File: src/rtl/lsu_pkg.sv
// Shared types and helpers for the LSU byte sequencer.
package lsu_pkg;

  localparam int unsigned CNT_W = 2;
  localparam int unsigned NB_W  = 3;

  typedef enum logic [1:0] {
    SZ_BYTE    = 2'd0,
    SZ_HALF    = 2'd1,
    SZ_WORD    = 2'd2,
    SZ_ILLEGAL = 2'd3
  } mem_size_e;

  typedef enum logic [1:0] {
    IDLE   = 2'd0,
    ACCESS = 2'd1,
    RESP   = 2'd2
  } lsu_state_e;

  // Illegal size maps to 0 bytes; callers flag it separately.
  function automatic logic [NB_W-1:0] size_to_nbytes(input mem_size_e sz);
    case (sz)
      SZ_BYTE: return NB_W'(1);
      SZ_HALF: return NB_W'(2);
      SZ_WORD: return NB_W'(4);
      default: return NB_W'(0);
    endcase
  endfunction

endpackage

File: src/rtl/lsu_load_format.sv
// Zero/sign extension of the assembled little-endian load bytes.
module lsu_load_format
  import lsu_pkg::*;
#(
  parameter int unsigned XLEN = 32
) (
  input  logic [XLEN-1:0] asm_i,
  input  mem_size_e       size_i,
  input  logic            sign_ext_i,
  output logic [XLEN-1:0] rdata_o
);

  localparam int unsigned IDX_W = $clog2(XLEN);

  int unsigned      nbits_c;
  logic [IDX_W-1:0] msb_c;
  logic             sbit_c;

  always_comb begin
    nbits_c = 8 * 32'(size_to_nbytes(size_i));
    msb_c   = '0;
    sbit_c  = 1'b0;
    rdata_o = '0;
    if (nbits_c != 0) begin
      msb_c  = IDX_W'(nbits_c - 1);
      sbit_c = sign_ext_i & asm_i[msb_c];
    end
    for (int unsigned i = 0; i < XLEN; i++) begin
      rdata_o[i] = (i < nbits_c) ? asm_i[i] : sbit_c;
    end
  end

endmodule

File: src/rtl/lsu_byte_sequencer.sv
// Breaks byte/half/word load-store requests into single-byte memory
// accesses and returns the assembled little-endian load result.
module lsu_byte_sequencer
  import lsu_pkg::*;
#(
  parameter int unsigned ADDR_W = 8,
  parameter int unsigned XLEN   = 32
) (
  input  logic              clk,
  input  logic              rst_n,
  input  logic              req_valid,
  output logic              req_ready,
  input  logic              req_is_store,
  input  logic [1:0]        req_size,
  input  logic              req_sign_ext,
  input  logic [ADDR_W-1:0] req_addr,
  input  logic [XLEN-1:0]   req_wdata,
  output logic              rsp_valid,
  input  logic              rsp_ready,
  output logic [XLEN-1:0]   rsp_rdata,
  output logic              rsp_err,
  output logic [ADDR_W-1:0] mem_addr,
  output logic [7:0]        mem_write_data,
  output logic              mem_write_en,
  output logic              mem_read_en,
  input  logic [7:0]        mem_read_data
);

  localparam int unsigned IDX_W = $clog2(XLEN);

  lsu_state_e        state_q, state_d;
  logic [CNT_W-1:0]  cnt_q, cnt_d;
  logic [ADDR_W-1:0] addr_q, addr_d;
  logic [XLEN-1:0]   wdata_q, wdata_d;
  logic [XLEN-1:0]   asm_q, asm_d;
  mem_size_e         size_q, size_d;
  logic [NB_W-1:0]   nbytes_q, nbytes_d;
  logic              sign_q, sign_d;
  logic              store_q, store_d;
  logic              err_q, err_d;

  mem_size_e         req_size_c;
  logic [NB_W-1:0]   req_nb_c;
  logic [ADDR_W:0]   req_end_c;
  logic              req_err_c;
  logic              last_c;
  logic [IDX_W-1:0]  byte_idx_c;
  logic [XLEN-1:0]   fmt_rdata_c;

  // Request decode: an access may end exactly at the top of memory but not wrap.
  assign req_size_c = mem_size_e'(req_size);
  assign req_nb_c   = size_to_nbytes(req_size_c);
  assign req_end_c  = (ADDR_W+1)'(req_addr) + (ADDR_W+1)'(req_nb_c);
  assign req_err_c  = (req_size_c == SZ_ILLEGAL) || (req_end_c > {1'b1, {ADDR_W{1'b0}}});
  assign last_c     = (NB_W'(cnt_q) == (nbytes_q - NB_W'(1)));
  assign byte_idx_c = IDX_W'({cnt_q, 3'b000});

  lsu_load_format #(.XLEN(XLEN)) u_fmt (
    .asm_i      (asm_q),
    .size_i     (size_q),
    .sign_ext_i (sign_q),
    .rdata_o    (fmt_rdata_c)
  );

  always_ff @(posedge clk or negedge rst_n) begin
    if (!rst_n) begin
      state_q  <= IDLE;
      cnt_q    <= '0;
      addr_q   <= '0;
      wdata_q  <= '0;
      asm_q    <= '0;
      size_q   <= SZ_BYTE;
      nbytes_q <= '0;
      sign_q   <= 1'b0;
      store_q  <= 1'b0;
      err_q    <= 1'b0;
    end else begin
      state_q  <= state_d;
      cnt_q    <= cnt_d;
      addr_q   <= addr_d;
      wdata_q  <= wdata_d;
      asm_q    <= asm_d;
      size_q   <= size_d;
      nbytes_q <= nbytes_d;
      sign_q   <= sign_d;
      store_q  <= store_d;
      err_q    <= err_d;
    end
  end

  // Next-state, request latch, counter and load-byte assembly.
  always_comb begin
    state_d  = state_q;
    cnt_d    = cnt_q;
    addr_d   = addr_q;
    wdata_d  = wdata_q;
    asm_d    = asm_q;
    size_d   = size_q;
    nbytes_d = nbytes_q;
    sign_d   = sign_q;
    store_d  = store_q;
    err_d    = err_q;
    case (state_q)
      IDLE: begin
        if (req_valid) begin
          addr_d   = req_addr;
          wdata_d  = req_wdata;
          size_d   = req_size_c;
          nbytes_d = req_nb_c;
          sign_d   = req_sign_ext;
          store_d  = req_is_store;
          err_d    = req_err_c;
          cnt_d    = '0;
          asm_d    = '0;
          state_d  = req_err_c ? RESP : ACCESS;
        end
      end
      ACCESS: begin
        if (!store_q) asm_d[byte_idx_c +: 8] = mem_read_data;
        cnt_d = cnt_q + CNT_W'(1);
        if (last_c) state_d = RESP;
      end
      RESP: begin
        if (rsp_ready) state_d = IDLE;
      end
      default: state_d = IDLE;
    endcase
  end

  // Outputs decoded from state; memory strobes live only in ACCESS.
  always_comb begin
    req_ready      = 1'b0;
    rsp_valid      = 1'b0;
    rsp_err        = 1'b0;
    rsp_rdata      = '0;
    mem_addr       = '0;
    mem_write_data = '0;
    mem_write_en   = 1'b0;
    mem_read_en    = 1'b0;
    case (state_q)
      IDLE: req_ready = 1'b1;
      ACCESS: begin
        mem_addr = addr_q + ADDR_W'(cnt_q);
        if (store_q) begin
          mem_write_en   = 1'b1;
          mem_write_data = wdata_q[byte_idx_c +: 8];
        end else begin
          mem_read_en = 1'b1;
        end
      end
      RESP: begin
        rsp_valid = 1'b1;
        rsp_err   = err_q;
        rsp_rdata = (err_q || store_q) ? '0 : fmt_rdata_c;
      end
      default: ;
    endcase
  end

endmodule

File: config.mk
export PLATFORM = sky130hd
export DESIGN_NAME = lsu_byte_sequencer
export DESIGN_NICKNAME = d
export VERILOG_FILES = /design/src/rtl/lsu_pkg.sv /design/src/rtl/lsu_load_format.sv /design/src/rtl/lsu_byte_sequencer.sv
export SDC_FILE = /design/constraint.sdc
export NUM_CORES = 1
export LEC_CHECK = 0
export CORE_MARGIN = 2
export CORE_UTILIZATION = 49
export DETAILED_ROUTE_END_ITERATION = 8
export GPL_TIMING_DRIVEN = 0
export PLACE_DENSITY = 0.8
export SKIP_CTS_REPAIR_TIMING = 1
export SLEW_MARGIN = 10
export SYNTH_ARGS = -nofsm -noshare
export SYNTH_HDL_FRONTEND = slang
export SYNTH_SLANG_ARGS = --single-unit
File: constraint.sdc
create_clock -name clk -period 2.59 [get_ports clk]
set_clock_uncertainty 0.15 [all_clocks]
set_input_delay 0.518 -clock clk [delete_from_list [all_inputs] [get_ports clk]]
set_output_delay 0.518 -clock clk [all_outputs]
set_load 0.01 [all_outputs]
# == Yosys cells after proc, flatten, opt, wreduce, memory -nomap -nowiden ==
# Index checks and enable logic that the tools add are counted.
# op_classes
add_sub_neg,6
mul,0
n_div,0
order_cmp,34
eq_ne,12
n_shift,3
muxes,60
n_bitwise,1
reduce_logical,11
# op_table
cell,n
32-bit two-way mux,4
"5-bit by 6-bit < comparator with 1-bit output, first input constant",16
32-bit case mux with 2 select lines,1
"4-bit by 6-bit < comparator with 1-bit output, first input constant",8
1-bit two-way mux,41
32-bit bitwise mux,1
"8-bit by 7-bit variable shift with 32-bit output, first input constant",1
32-bit by 6-bit indexed part select with 8-bit output,1
8-bit by 7-bit indexed part select with 32-bit output,1
"3-bit by 6-bit < comparator with 1-bit output, first input constant",4
8-bit two-way mux,3
3-bit case mux with 3 select lines,2
"1-bit by 6-bit < comparator with 1-bit output, first input constant",2
"2-bit by 6-bit < comparator with 1-bit output, first input constant",2
2-bit two-way mux,5
8-bit by 3-bit adder with 9-bit output,1
"9-bit > comparator, second input constant",1
8-bit by 2-bit adder with 8-bit output,1
"2-bit == test, second input constant",4
"2-bit != test, second input constant",4
5-bit negator with 7-bit output,1
7-bit nonzero test,1
"2-bit by 1-bit == test with 1-bit output, second input constant",3
2-bit zero test,3
other kinds (13),16
# word_totals
register_bits,84
latchBits,0
ram_bits,0
romBits,0
inputBits,56
out_inout_bits,53
memories,0

# == Depth between registers and ports, before layout ==
# depth
depth_word,10
depth_mapped,8

# == Hierarchy ==
# From an unflattened synthesis, not the netlist that was laid out.
# hier_totals
hier_cells,509
hier_area_um2,4663.2
# modules_own_cells
module,instances,cells_per_inst,area_each_um2
lsu_byte_sequencer,1,433,4226.6
lsu_load_format,1,76,436.7

# == Worst setup path before layout ==
# Ideal clock, no wire load.
# synth_path
path_kind,reg-to-output
from,reg size_q[1]
to,out rsp_rdata[21]
arrival_time_ns,1.798
slack_ns,0.124
path_stages_with_launch,9
path_cell_list,dfrtp_1 inv_1 ha_1 nor2b_1 a211oi_1 a2111oi_2 o21ai_2 buf_2 a21oi_1
# synth_via
elab_chain_len,10
elab_cells_between_ends,14
classes_between,add/sub (1); order compare (1); eq/ne (2); mux (7); bitwise (1); reduce/logical (2)
# synth_lines
element,line,rtl
"start, declared",lsu_byte_sequencer.sv:36,"mem_size_e size_q, size_d;"
"start signal, assigned",lsu_byte_sequencer.sv:83,size_q <= size_d;
"2-bit == test, or another cell as far along",lsu_pkg.sv:22,case (sz)
3-bit case mux with 3 select lines (*),lsu_pkg.sv:22,
5-bit by 1-bit subtractor with 5-bit output,lsu_load_format.sv:25,msb_c = IDX_W'(nbits_c - 1);
1-bit binary-select mux with 5-bit select,lsu_load_format.sv:26,sbit_c = sign_ext_i & asm_i[msb_c];
1-bit two-way mux (implied by the code),lsu_load_format.sv:26,
1-bit bitwise AND,lsu_load_format.sv:26,
1-bit two-way mux,lsu_load_format.sv:24,if (nbits_c != 0) begin
1-bit two-way mux (*),lsu_load_format.sv:29,rdata_o[i] = (i < nbits_c) ? asm_i[i] : sbit_c;
32-bit two-way mux (*),lsu_byte_sequencer.sv:154,rsp_rdata = (err_q || store_q) ? '0 : fmt_rdata_c;
32-bit two-way mux (*),lsu_byte_sequencer.sv:140,case (state_q)
"end, declared",lsu_byte_sequencer.sv:20,"output logic [XLEN-1:0] rsp_rdata,"
# Mark *: on every way between the ends. The rest lies on a longest branch, timed or not. The select of a mux whose other input is x is not followed.

# == Worst setup path after layout ==
# layout_path
from,reg size_q[0]
to,out rsp_rdata[31]
# The elaborated chain is that of the path after synthesis.

==> out/qor.yml <==
global_routing:
  grt_pass1_wl_um: 18400
  grt_max_degree: 51
  grt_usage_pct: 23.8
  grt_pass1_vias: 3870
  grt.overflow.total: 0
  antenna_found_initial: 0
timing:
  setup_viol: 37
  fin_ws_ps: -365
  clock.fmax_mhz: 338
  hold_ws_ps: 330
  hold_viol_final: 0
  tightest_slew_ps: 714
  drv_slew: 0
  period_minus_slack_ps: 2960
  grt_setup_unrepaired: "true"
  fin_crit_sh_pct: 114
  tns_ps: -10060
  relSlewSlack_pct: 52.2
setup_path:
  cp.buffers_inverters: 3
  reg2reg_from: "cnt_q[1]"
  critPathMaxFanout: 8
  path_class: "flip-flop to primary output"
  start_kind: "flip-flop"
  crit_arrival_ps: 2290
  slowest_stage: "dfrtp_2"
  rr_worst_depth: 8
  crit_path_frequent_cell: "buf_4"
  cp_cell_sequence: "ha_4 -> mux2i_1 -> a2111oi_2 -> buf_4 -> o21ai_4 -> buf_4 -> a21oi_2 -> buf_2"
  critPathTopFamily: "compound AO/OA/AOI/OAI gates"
  startpoint: "size_q[0]"
  max_stage_delay_ps: 450
  crit_cells: 8
  worstPathRequired_ps: 1920
  endpoint_kind: "primary output"
final_layout:
  final_util_pct: 70.3
  finish.net_count: 695
  final_cell_mix: "nand2_1, dfrtp_1, clkdlybuf4s50_1, inv_1, buf_2"
  fillers: 643
  antenna_cells: 0
  fin_cells: 735
  final_layout_size_suffix_gt1_share_pct: 24.6
  syn_to_final_growth_pct: 40.5
  fin_area_mm2: 0.00607
  final_common_cell: "nand2_1"
floorplan:
  ios: 109
  initial_utilization_pct: 50.1
  dieHeight_um: 97.9
  core_area_mm2: 0.00864
  row_count: 34
  dieWidth_um: 97.9
  dieArea_mm2: 0.00959
synth:
  async_flop_share_pct: 100
  ys_seq_elements: 84
  synth_area_leaders: "dfrtp_1, nand2_1, a22o_1, ha_1, mux4_2"
  synth_top_area_cell: "dfrtp_1"
  syn-mean-instance-area_um2: 9.01
  synth_enable_flop_cells: 0
  ys_seq_area_share_pct: 48.6
  syn_inst: 480
  synth.net_count: 553
  ys_types: 39
  netlist.area_leader.share_pct: 48.6
  netlist_area_mm2: 0.00432
  ys_warn_count: 0
  synth_ff_type: "dfrtp_1"
clock_network:
  clockBufferDepth: 2
  cts_tree: "yes"
  clk_pin_slew_ps: 90
  insertion_delay_ps: 350
  numCtsBuffers: 9
  root_buffer: "clkbuf_8"
  htreeDepth: 3
  cts_sinks: 84
power:
  peakVddDrop_v: 0.000635
  combPwrFrac_pct: 49.3
  intPower_mw: 3.73
  p_leak_nw: 3.03
  clkPwrFrac_pct: 16.8
  power_switching_mw: 2.52
  powerDensity_mw_per_mm2: 1030
  switching_share_pct: 40.4
  seqPwrFrac_pct: 33.8
  finalPower_mw: 6.25
hold_path:
  min_path_type: "flip-flop to flip-flop"
  hold_start: "wdata_q[19]"
  min_path_cells: 2
placement:
  dp_cells: 697
  port_buffers: 108
  dpl_cell_area_mm2: 0.00556
  dp_hpwl_um: 8080
  gp_congestion: 0.844
  place_ws_ps: -592
detailed_routing:
  wl_met1_um: 4840
  drt_wl_total_um: 11800
  drtIter0Drc: 179
  drc_errors: 0
  routedWlPerCell_um: 16.1
  vias: 3935
  dr_wl_met2_um: 6100
  via_per_inst: 5.35
  final_antenna_net_count: 0
  drt_first_pass_iters: 4
  wl_met3_um: 699
  top_layer: "met4"
run:
  maxCapViolCount: 0
status:
  status: "finished, violations left"
  violations: "setup timing"
==> state kept, by name, summed over array words and instances (netlist names) <==
name      flops
addr_q        8
asm_q        32
cnt_q         2
err_q         1
nbytes_q      3
sign_q        1
size_q        2
state_q       2
store_q       1
wdata_q      32
==> routing by layer <==
metal | track usage [%] | vias to the layer above
met5 | 0 | -
met1 | 30.8 | 1912
met4 | 6.30 | 0
met2 | 41.3 | 137
met3 | 4.80 | 19
li1 | - | 1867
==> synth_stat cells (2+ instances only) <==
| library cell | count |
|---|---|
| xnor2_1 | 4 |
| buf_2 | 6 |
| buf_1 | 3 |
| mux2_2 | 3 |
| dfrtp_1 | 84 |
| o21ai_0 | 8 |
| nor3_1 | 2 |
| a21oi_1 | 28 |
| nor2_1 | 31 |
| o21ai_1 | 10 |
| nand2b_1 | 3 |
| mux4_2 | 8 |
| ha_1 | 15 |
| and3_1 | 10 |
| nand2_1 | 153 |
| nand4_1 | 2 |
| clkbuf_1 | 15 |
| nor2b_1 | 4 |
| fa_1 | 2 |
| a22o_1 | 24 |
| xor2_1 | 4 |
| and2_1 | 3 |
| nand3_1 | 4 |
| inv_1 | 35 |
| a21o_1 | 4 |
| a211oi_1 | 2 |
==> kinds of logic after synthesis <==
family | synth area share, %
and+or+nand+nor | 21.2
DFF | 48.6
AOI/OAI and AO/OA | 12.9
xor gates and xnor gates | 1.62
buffers and inverters | 5.30
muxes | 5.18
adders and majority gates | 5.27
==> cell type report <==
class | count | area, µm² | share of cell area [%]
multi-input cells | 337 | 2220 | 36.6
flip-flops and latches | 84 | 2110 | 34.7
repair buffers | 132 | 1120 | 18.5
clock buffers | 11 | 141 | 2.33
well taps | 108 | 135 | 2.23
inverters | 35 | 131 | 2.16
plain buffers | 23 | 129 | 2.12
clock inverters | 5 | 85.1 | 1.40
==> path summary, 6_finish.rpt <==
kind | endpoint | slack [ps]
max | rsp_rdata[31] | -370
min | wdata_q[19] | 330
max reg2reg | asm_q[1] | 170
min reg2reg | wdata_q[19] | 330
max in group asynchronous | addr_q[1] | 1170
min in group asynchronous | asm_q[18] | 510
==> tightest hold or removal path: stages (launching register included) <==
cell and delay, ps:
dfrtp_1 350, nand2_1 50, nand2_1 50
==> power groups by stage <==
stage / combinational [mW] / clock, mW / sequential, mW
floorplan: 1.77 / 0 / 2.00
global placement: 2.57 / 0 / 2.07
detailed placement: 2.66 / 0 / 2.10
CTS: 2.69 / 1.06 / 2.08
global route: 3.37 / 1.12 / 2.16
finish: 3.08 / 1.05 / 2.12
Power figures use the tool's default switching activity.
